## src/rtl/need_update_scheduler_pkg.sv

```systemverilog
// Shared constants for the need-update path: need indices, action bits, direction, FSM states.
// Also holds the round-robin picker used to choose among pending actions.
package need_update_scheduler_pkg;

    localparam logic [2:0] NEED_FOOD   = 3'd0;
    localparam logic [2:0] NEED_SLEEP  = 3'd1;
    localparam logic [2:0] NEED_FUN    = 3'd2;
    localparam logic [2:0] NEED_HAPPY  = 3'd3;
    localparam logic [2:0] NEED_HEALTH = 3'd4;

    localparam int ACT_FEED = 0;
    localparam int ACT_REST = 1;
    localparam int ACT_PLAY = 2;
    localparam int ACT_HEAL = 3;

    localparam logic UPD_UP   = 1'b1;
    localparam logic UPD_DOWN = 1'b0;

    localparam logic [0:0] IDLE  = 1'b0;
    localparam logic [0:0] ISSUE = 1'b1;

    typedef struct packed {
        logic       hit;
        logic [1:0] idx;
    } pick_t;

    // Nearest set bit at or above ptr, wrapping mod 4.
    function automatic pick_t rr_pick(input logic [3:0] mask, input logic [1:0] ptr);
        pick_t      p;
        logic [1:0] idx;
        p = '0;
        for (int i = 3; i >= 0; i--) begin
            idx = ptr + 2'(i);
            if (mask[idx]) begin
                p.hit = 1'b1;
                p.idx = idx;
            end
        end
        return p;
    endfunction

    function automatic logic [2:0] act_to_need(input logic [1:0] act);
        return (act == 2'(ACT_HEAL)) ? NEED_HEALTH : {1'b0, act};
    endfunction

endpackage

```

## src/rtl/need_update_scheduler_if.sv

```systemverilog
// Update port toward the needs register file: one need index plus direction per transfer.
// Transfer happens when upd_valid && upd_ready; master holds the payload stable until then.
interface need_update_scheduler_if;
    logic       upd_valid;
    logic       upd_ready;
    logic [2:0] upd_need;
    logic       upd_dir;

    modport master (output upd_valid, output upd_need, output upd_dir, input  upd_ready);
    modport slave  (input  upd_valid, input  upd_need, input  upd_dir, output upd_ready);
endinterface

```

## src/rtl/need_update_scheduler_sec_tick_gen.sv

```systemverilog
// Divides clk by CLK_FREQ; sec_tick is high for the cycle the divider wraps to 0.
// Free-running, no backpressure; shared with the face/visual logic.
module sec_tick_gen #(
    parameter int CLK_FREQ = 50000000
) (
    input  logic clk,
    input  logic rst,
    output logic sec_tick
);
    localparam int            CW   = (CLK_FREQ > 1) ? $clog2(CLK_FREQ) : 1;
    localparam logic [CW-1:0] LAST = CW'(CLK_FREQ - 1);

    logic [CW-1:0] cnt_q, cnt_d;

    always_comb begin
        cnt_d = (cnt_q == LAST) ? '0 : cnt_q + CW'(1);
    end

    always_ff @(posedge clk) begin
        if (rst) cnt_q <= '0;
        else     cnt_q <= cnt_d;
    end

    assign sec_tick = (cnt_q == LAST);
endmodule

```

## src/rtl/need_update_scheduler.sv

```systemverilog
// Serialises action requests and periodic decay into one need update at a time, with cooldown and RR.
// Latency: req edge to upd_valid is 2 cycles; backpressure: payload held in ISSUE until upd_ready.
module need_update_scheduler
    import need_update_scheduler_pkg::*;
#(
    parameter int CLK_FREQ    = 50000000,
    parameter int COOLDOWN_S  = 3,
    parameter int DECAY_FOOD  = 30,
    parameter int DECAY_SLEEP = 31,
    parameter int DECAY_FUN   = 25,
    parameter int DECAY_HAPPY = 23
) (
    input  logic                          clk,
    input  logic                          rst,
    input  logic [3:0]                    req,
    input  logic                          test_mode,
    need_update_scheduler_if.master       upd,
    output logic [3:0]                    cooldown_active,
    output logic [7:0]                    pending,
    output logic                          sec_tick
);
    localparam logic [3:0]      CD_LOAD    = 4'(COOLDOWN_S);
    localparam logic [3:0][6:0] DECAY_LAST = {7'(DECAY_HAPPY - 1), 7'(DECAY_FUN - 1),
                                              7'(DECAY_SLEEP - 1), 7'(DECAY_FOOD - 1)};

    logic [3:0]      req_q;
    logic [7:0]      pend_q, pend_d;
    logic [3:0][3:0] cd_q, cd_d;
    logic [3:0][6:0] dcnt_q, dcnt_d;
    logic [1:0]      rr_q, rr_d;
    logic [0:0]      state_q, state_d;
    logic            vld_q, vld_d;
    logic [2:0]      need_q, need_d;
    logic            dir_q, dir_d;

    logic [3:0] act_set, act_clr, dec_set, dec_clr;
    logic [1:0] dec_idx, xfer_act;
    logic       xfer;
    pick_t      act_pick;

    sec_tick_gen #(.CLK_FREQ(CLK_FREQ)) u_sec_tick (
        .clk      (clk),
        .rst      (rst),
        .sec_tick (sec_tick)
    );

    always_comb begin
        cooldown_active = '0;
        for (int k = 0; k < 4; k++) cooldown_active[k] = (cd_q[k] != 4'd0);
    end

    assign xfer     = (state_q == ISSUE) && upd.upd_ready;
    assign xfer_act = (need_q == NEED_HEALTH) ? 2'(ACT_HEAL) : need_q[1:0];
    assign act_pick = rr_pick(pend_q[3:0] & ~cooldown_active, rr_q);
    assign act_set  = req & ~req_q & ~cooldown_active;

    always_comb begin
        dec_idx = 2'd0;
        for (int k = 3; k >= 0; k--) if (pend_q[4+k]) dec_idx = 2'(k);
    end

    // Decay second counters freeze entirely in test_mode.
    always_comb begin
        dcnt_d  = dcnt_q;
        dec_set = '0;
        if (sec_tick && !test_mode) begin
            for (int k = 0; k < 4; k++) begin
                if (dcnt_q[k] == DECAY_LAST[k]) begin
                    dcnt_d[k]  = '0;
                    dec_set[k] = 1'b1;
                end else begin
                    dcnt_d[k] = dcnt_q[k] + 7'd1;
                end
            end
        end
    end

    always_comb begin
        cd_d = cd_q;
        for (int k = 0; k < 4; k++) begin
            if (xfer && dir_q == UPD_UP && xfer_act == 2'(k)) cd_d[k] = CD_LOAD;
            else if (sec_tick && cd_q[k] != 4'd0)           cd_d[k] = cd_q[k] - 4'd1;
        end
    end

    always_comb begin
        state_d = state_q;
        vld_d   = vld_q;
        need_d  = need_q;
        dir_d   = dir_q;
        rr_d    = rr_q;
        act_clr = '0;
        dec_clr = '0;
        if (state_q == IDLE) begin
            if (act_pick.hit) begin
                vld_d                 = 1'b1;
                need_d                = act_to_need(act_pick.idx);
                dir_d                 = UPD_UP;
                act_clr[act_pick.idx] = 1'b1;
                state_d               = ISSUE;
            end else if (pend_q[7:4] != 4'd0) begin
                vld_d            = 1'b1;
                need_d           = {1'b0, dec_idx};
                dir_d            = UPD_DOWN;
                dec_clr[dec_idx] = 1'b1;
                state_d          = ISSUE;
            end
        end else if (upd.upd_ready) begin
            vld_d   = 1'b0;
            state_d = IDLE;
            if (dir_q == UPD_UP) rr_d = xfer_act + 2'd1;
        end
    end

    // Grant beats a same-cycle action edge; a same-cycle decay event beats its grant.
    always_comb begin
        pend_d[3:0] = (pend_q[3:0] | act_set) & ~act_clr;
        pend_d[7:4] = (pend_q[7:4] & ~dec_clr) | dec_set;
    end

    always_ff @(posedge clk) begin
        if (rst) begin
            req_q   <= '0;
            pend_q  <= '0;
            cd_q    <= '0;
            dcnt_q  <= '0;
            rr_q    <= '0;
            state_q <= IDLE;
            vld_q   <= 1'b0;
            need_q  <= '0;
            dir_q   <= 1'b0;
        end else begin
            req_q   <= req;
            pend_q  <= pend_d;
            cd_q    <= cd_d;
            dcnt_q  <= dcnt_d;
            rr_q    <= rr_d;
            state_q <= state_d;
            vld_q   <= vld_d;
            need_q  <= need_d;
            dir_q   <= dir_d;
        end
    end

    assign upd.upd_valid = vld_q;
    assign upd.upd_need  = need_q;
    assign upd.upd_dir   = dir_q;
    assign pending       = pend_q;
endmodule
```

## src/flat_wrapper.sv

```systemverilog
// flat-port wrapper written by rule: the top's interface ports become plain ports
module need_update_scheduler_flat import need_update_scheduler_pkg::*;
#(
    parameter int CLK_FREQ    = 50000000,
    parameter int COOLDOWN_S  = 3,
    parameter int DECAY_FOOD  = 30,
    parameter int DECAY_SLEEP = 31,
    parameter int DECAY_FUN   = 25,
    parameter int DECAY_HAPPY = 23
)
  (clk, rst, req, test_mode, cooldown_active, pending, sec_tick, upd_upd_valid, upd_upd_need, upd_upd_dir, upd_upd_ready);
  need_update_scheduler_if upd_i ();
  input  logic clk;
  input  logic rst;
  input  logic [3:0] req;
  input  logic test_mode;
  output logic [3:0] cooldown_active;
  output logic [7:0] pending;
  output logic sec_tick;
  output wire logic [$bits(upd_i.upd_valid)-1:0] upd_upd_valid;
  output wire logic [$bits(upd_i.upd_need)-1:0] upd_upd_need;
  output wire logic [$bits(upd_i.upd_dir)-1:0] upd_upd_dir;
  input wire logic [$bits(upd_i.upd_ready)-1:0] upd_upd_ready;
  assign upd_upd_valid = upd_i.upd_valid;
  assign upd_upd_need = upd_i.upd_need;
  assign upd_upd_dir = upd_i.upd_dir;
  assign upd_i.upd_ready = upd_upd_ready;
  need_update_scheduler #(.CLK_FREQ(CLK_FREQ), .COOLDOWN_S(COOLDOWN_S), .DECAY_FOOD(DECAY_FOOD), .DECAY_SLEEP(DECAY_SLEEP), .DECAY_FUN(DECAY_FUN), .DECAY_HAPPY(DECAY_HAPPY)) u_core (.clk(clk), .rst(rst), .req(req), .test_mode(test_mode), .upd(upd_i), .cooldown_active(cooldown_active), .pending(pending), .sec_tick(sec_tick));
endmodule
```

## config.mk

```make
export PLATFORM = sky130hd
export DESIGN_NAME = need_update_scheduler_flat
export DESIGN_NICKNAME = d
export VERILOG_FILES = /design/src/rtl/need_update_scheduler_pkg.sv /design/src/rtl/need_update_scheduler_if.sv /design/src/rtl/need_update_scheduler_sec_tick_gen.sv /design/src/rtl/need_update_scheduler.sv /design/src/flat_wrapper.sv
export SDC_FILE = /design/constraint.sdc
export NUM_CORES = 1
export LEC_CHECK = 0
export BUFFER_PORTS_ARGS = -buffer_cell sky130_fd_sc_hd__buf_2
export CAP_MARGIN = 20
export CORE_UTILIZATION = 40
export CTS_BUF_LIST = sky130_fd_sc_hd__clkbuf_8
export DETAILED_ROUTE_END_ITERATION = 10
export SLEW_MARGIN = 10
export SYNTH_ARGS = -nofsm -noshare
export SYNTH_HDL_FRONTEND = slang
export SYNTH_SLANG_ARGS = --single-unit
```

## constraint.sdc

```tcl
create_clock -name clk -period 4.68 [get_ports clk]
set_input_delay 0.468 -clock clk [delete_from_list [all_inputs] [get_ports clk]]
set_output_delay 0.468 -clock clk [all_outputs]
set_load 0.02 [all_outputs]
```

# Yosys cells after proc, flatten, opt, wreduce, memory -nomap -nowiden
# Index checks and enable logic that the tools add are counted.
# Widths: inputs -> output; s select.
[totals]
reg_bits = 90
latchBits = 0
mem_bits_rw = 0
romBits = 0
inputBits = 8
out_inout_bits = 18
word_cells = 154
n_memories = 0
[classes]
n_addsub = 13
n_mul = 0
div = 0
n_lt_le_gt_ge = 8
n_eq_ne = 11
shift = 0
n_mux = 56
n_bitwise = 12
reduce_logical = 34
[ops]
columns = ["op", "n"]
rows = [
  ["$add 7x1->7 const B", 4],
  ["$eq 7x5->1 const B", 4],
  ["$mux 7", 4],
  ["$add 26x1->26 const B", 1],
  ["$eq 26x26->1 const B", 1],
  ["$mux 2", 13],
  ["$mux 4", 6],
  ["$mux 3", 7],
  ["$and 4x4->4", 5],
  ["$mux 1", 20],
  ["$reduce_bool 4->1", 5],
  ["$lt 2x3->1 const B", 6],
  ["$not 4->4", 4],
  ["$sub 4x1->4 const B", 4],
  ["$logic_and 1x1->1", 13],
  ["$reduce_bool 2->1", 5],
  ["$reduce_or 2->1", 5],
  ["$bmux 1 s2", 4],
  ["$or 4x4->4", 2],
  ["$eq 2x2->1 const B", 3],
  ["$add 2x1->2 const B", 2],
  ["$add 2x2->2 const B", 2],
  ["$demux 1 s2", 2],
  ["$ge 2x1->1 const B", 2],
  ["9 further kinds", 10],
]

# Depth between registers and ports, before layout
[logic_depth]
depth_word = 17
depth_mapped = 8
mapped_depth_nobuf = 7

# By module
# From an unflattened synthesis, not the netlist that was laid out.
[unflattened]
hier_cells = 491
area_unflattened_um2 = 4346.7
[by_module_without_submodules]
columns = ["mod", "n_inst", "cells_each", "area_per_inst_um2", "seq_area_each_um2"]
rows = [
  ["need_update_scheduler", 1, 344, 3089.2, 1281.2],
  ["sec_tick_gen", 1, 147, 1257.5, 520.5],
]

# Least setup slack after synthesis
# OpenSTA, ideal clock, no wires.
[synth_timing]
path_kind = "flip-flop to flip-flop"
startpoint = "register u_core.u_sec_tick.cnt_q[0]"
endpoint = "register u_core.dcnt_q[13] (netlist name)"
setup_time_ns = 0.070
t_arrival_ns = 2.166
required_ns = 4.610
setup_slack_ns = 2.444
stages_incl_launch_ff = 8
path_buffers = 1
period_less_slack_ns = 2.236
path_cell_list = "dfxtp_1 -> ha_1 -> nand3_1 -> or4_1 -> buf_2 -> or3_4 -> or3_1 -> a21oi_1"
[synth_via]
elab_chain_cells = 2
[synth_rtl]
columns = ["item", "line", "text"]
rows = [
  ["from (decl)", "need_update_scheduler_sec_tick_gen.sv:13", "logic [CW-1:0] cnt_q, cnt_d;"],
  ["from (signal assigned)", "need_update_scheduler_sec_tick_gen.sv:21", "else cnt_q <= cnt_d;"],
  ["$eq 26x26->1", "need_update_scheduler_sec_tick_gen.sv:24", "assign sec_tick = (cnt_q == LAST);"],
  ["$logic_and 1x1->1", "need_update_scheduler.sv:66", "if (sec_tick && !test_mode) begin"],
  ["to (signal assigned)", "need_update_scheduler.sv:136", "dcnt_q <= dcnt_d;"],
  ["to (decl)", "need_update_scheduler.sv:29", "logic [3:0][6:0] dcnt_q, dcnt_d;"],
]
# No other way between the ends.
# A chain may end at the register's enable or synchronous reset.

# Worst setup path after layout
[layout_timing]
startpoint = "register u_core.u_sec_tick.cnt_q[9]"
endpoint = "register u_core.dcnt_q[5] (netlist name)"
# The elaborated chain is that of the path after synthesis.

==> summary.md <==
| Metric | Value |
|---|---|
| Status | complete, no violations |
| VDD IR max | about 0.16 mV |
| Area contributors post-synth | dfxtp_1, ha_1, nor2_1, a21oi_1, xor2_1 |
| Layout fillers | ~1000 |
| Worst hold start | upd_upd_ready |
| Number of synthesized register bits | 90 |
| Crit path depth | 5 |
| RD Place Congestion | a little over 0.8 |
| Final period util | 0.639 |
| Final Hold Fails | 0 |
| GR Overflow Total | 0 |
| Cell family with most CP delay | simple AND/OR/NAND/NOR gates |
| Starting Density | 0.417 |
| Largest family of logic cells by synthesized area | simple AND/OR/NAND/NOR gates |
| WHS Endpoint | u_core.upd.upd_valid$_SDFFE_PP0P_ |
| Worst reg2reg startpoint | u_core.u_sec_tick.cnt_q[9]$_SDFF_PP0_ |
| R2R Path End | u_core.dcnt_q[5]$_SDFFE_PP0P_ |
| Synth async-reset ratio | 0 |
| Combinational share of power | 0.107 |
| Cell taking the most area after synthesis | dfxtp_1 |
| Vias in the first global route | between 3000 and 4000 |
| RSZ-0062 raised after global routing | false |
| Critical path data required time | about 5 ns |
| WL per Instance | roughly 14 um |
| CTS Buffer Depth | 2 |
| CTS tree | yes |
| Final Core Density | 0.464 |
| Synth Cell Area | between 4000 and 5000 um^2 |
| CTS sink count | 90 |
| Largest net degree at the start of global routing | 42 |
| Ports | 26 |
| WS Path Type | flop to flop |
| Post-synthesis adder-cell area fraction | 0.0574 |
| DR DRC count | 0 |
| Leak | between 1.5 and 2 nW |
| Top-count cell post-synth | dfxtp_1 |
| Die Y | 106 um |
| Final std cells w/o fill | approximately 680 |
| Synth top cells by count | dfxtp_1, nor2_1, a21oi_1, nand2_1, inv_1 |
| Area Overhead vs Synth | 11.4% |
| Post-synthesis xor/xnor area fraction | 0.0804 |
| Die area | 11300 um^2 |
| R2R depth | 5 |
| IO buf count | 25 |
| DR pass1 iterations | 4 |
| Root Driver | clkbuf_8 |
| Antenna cells | 0 |
| CP arrival | between 3 and 4 ns |
| Final Total Pwr | between 1.5 and 2 mW |
| Slowest cell delay on critical path | ~0.77 ns |
| Count of different cell masters after synthesis | 54 |
| FP Rows | 37 |
| Final setup skew | between 0.01 and 0.015 ns |
| Final setup viols | 0 |
| Worst skew pair latency | between 0.3 and 0.4 ns |
| Cell chain of the critical path | nor4_1 -> and4_1 -> nand4_1 -> or4_1 -> a21oi_1 |
| PostCTS Resize Cnt | 0 |
| Die width | 106 um |
| Initial DRC count | around 230 |
| Synthesis warning total | 0 |
| Psw | between 400 and 500 uW |
| Hold depth | 2 |
| Post-synthesis mux area share | 0.0126 |
| Multi-input logic area | 2400 um^2 |
| Hold Crit Class | input port to flop |
| Simple-Gate Fraction of Synth Area | 0.276 |
| Area share of the largest cell type after synthesis | 0.413 |
| CTS Buf Count | 9 |
| Global-route wire length before repair | 16.1 mm |
| Critical path buffer and inverter count | 0 |
| Clk pin slew, worst setup/hold paths | about 0.090 ns |
| Pwr dens | between 300 and 400 nW/um^2 |
| Crit-path max FO | 19 |
| Total wire length | approximately 9.4 mm |
| Via count | ~3600 |
| Post-detail-place hpwl | about 6.7 mm |
| Sw frac | 0.261 |
| Net Count, Synth | approximately 540 |
| Crit end category | flop |
| Syn Inst Count | approximately 510 |
| TNS Setup | 0 ns |
| Postcts setup bufs | 0 |
| Cell Int Power | 1.17 mW |
| Max stage delay cell, worst path | nand4_1 |
| Core area | 10500 um^2 |
| Clock network power share | 0.379 |
| Syn avg cell area | 8.56 um^2 |
| Compound-Gate Fraction of Synth Area | 0.123 |
| Storage cell area | 1800 um^2 |
| EDFF count, synth | 0 |
| Sequential share of power | 0.514 |
| Initial antenna violation count | 0 |
| Worst Max-Slew Pin Slew | around 0.85 ns |
| Share of cells above drive strength 1 | 0.106 |
| Placed Cells | 659 |
| Slew headroom | 0.431 |
| Post-synthesis sequential area ratio | 0.413 |
| DR vias/cell | 5.33 |
| NumNets Final | approximately 560 |
| Reg2reg setup slack | about 1.7 ns |
| Max-slew violation count | 0 |
| Max frequency | approximately 330 MHz |
| H-tree depth | 3 |
| CP startpoint kind | flop |
| Maxcap violations | 0 |
| Final Critical Period | between 2 and 3 ns |
| Ys flop type | dfxtp_1 |
| Tot GR Track Use | 0.179 |
| Post-route antenna net violation count | 0 |
| Cts hold-fix bufs | 0 |
## logic make-up after synthesis
logic type	count (synthesis)
compound gates	89
mux	5
buf+inv	41
xor+xnor	40
flops	90
simple gates	224
fa+ha+maj	20
## state kept, by name, summed over array words and instances, names as in the netlist
name	count
u_core.dcnt_q	28
u_core.u_sec_tick.cnt_q	26
u_core.cd_q	16
u_core.pending	8
u_core.req_q	4
u_core.upd.upd_need	3
u_core.rr_q	2
u_core.state_q	1
u_core.upd.upd_dir	1
u_core.upd.upd_valid	1
## layer usage
| layer | track usage | vias up | share of wire |
|---|---|---|---|
| li1 | - | 1851 | - |
| met1 | 0.221 | 1692 | 0.48 |
| met2 | 0.300 | 45 | 0.47 |
| met3 | 0.0239 | 16 | 0.022 |
| met4 | 0.0992 | 0 | 0.026 |
| met5 | 0 | - | 0 |
## worst register-to-register path, stage by stage, from the launching register on
cell and delay (ns):
dfxtp_1 0.38, nor4_1 0.35, and4_1 0.55, nand4_1 0.77
or4_1 0.75, a21oi_1 0.14
## power groups by stage
stage | clock (mW) | sequential (mW) | combinational [mW]
floorplan | 0 | 0.836 | 0.108
global placement | 0 | 0.829 | 0.166
detailed placement | 0 | 0.829 | 0.169
CTS | 0.621 | 0.812 | 0.170
global route | 0.653 | 0.815 | 0.189
finish | 0.598 | 0.812 | 0.169
## area by class of cell
class                   count  area share
well taps                 136      0.0351
clock inverters             6      0.0186
clock buffers              10      0.0284
multi-input cells         378       0.494
repair buffers             28      0.0312
flip-flops and latches     90       0.371
inverters                  28      0.0216
## metrics by stage
step,instance area [um^2],hold WS [ns],worst slack (ns)
after floorplan,4360,0.418,2.44
final,4850,0.299,1.69
after CTS,4840,0.276,1.69
after global routing,4850,0.304,1.38
after detailed placement,4620,0.455,1.70
after global placement,4620,0.435,1.77
## worst max path at each step
stage	from	to	slack, ns
after global routing	u_core.u_sec_tick.cnt_q[9]$_SDFF_PP0_	u_core.dcnt_q[5]$_SDFFE_PP0P_	1.38
after CTS	u_core.u_sec_tick.cnt_q[9]$_SDFF_PP0_	u_core.dcnt_q[5]$_SDFFE_PP0P_	1.69
after global placement	u_core.u_sec_tick.cnt_q[6]$_SDFF_PP0_	u_core.dcnt_q[12]$_SDFFE_PP0P_	1.77
after floorplan	u_core.u_sec_tick.cnt_q[0]$_SDFF_PP0_	u_core.dcnt_q[13]$_SDFFE_PP0P_	2.44
after detailed placement	u_core.u_sec_tick.cnt_q[9]$_SDFF_PP0_	u_core.dcnt_q[5]$_SDFFE_PP0P_	1.70
final	u_core.u_sec_tick.cnt_q[9]$_SDFF_PP0_	u_core.dcnt_q[5]$_SDFFE_PP0P_	1.69
## placed cells by master, fill, tap and decap left out, drive strengths merged, types with 19 or more instances in the layout
cell / instances
dfxtp: 90
a21oi: 39
inv: 27
buf: 28
ha: 20
nand2: 39
xor2: 21
xnor2: 19
nand3: 24
o21ai: 19
nor2: 62
Note: power is estimated with default switching activity, not from simulation.
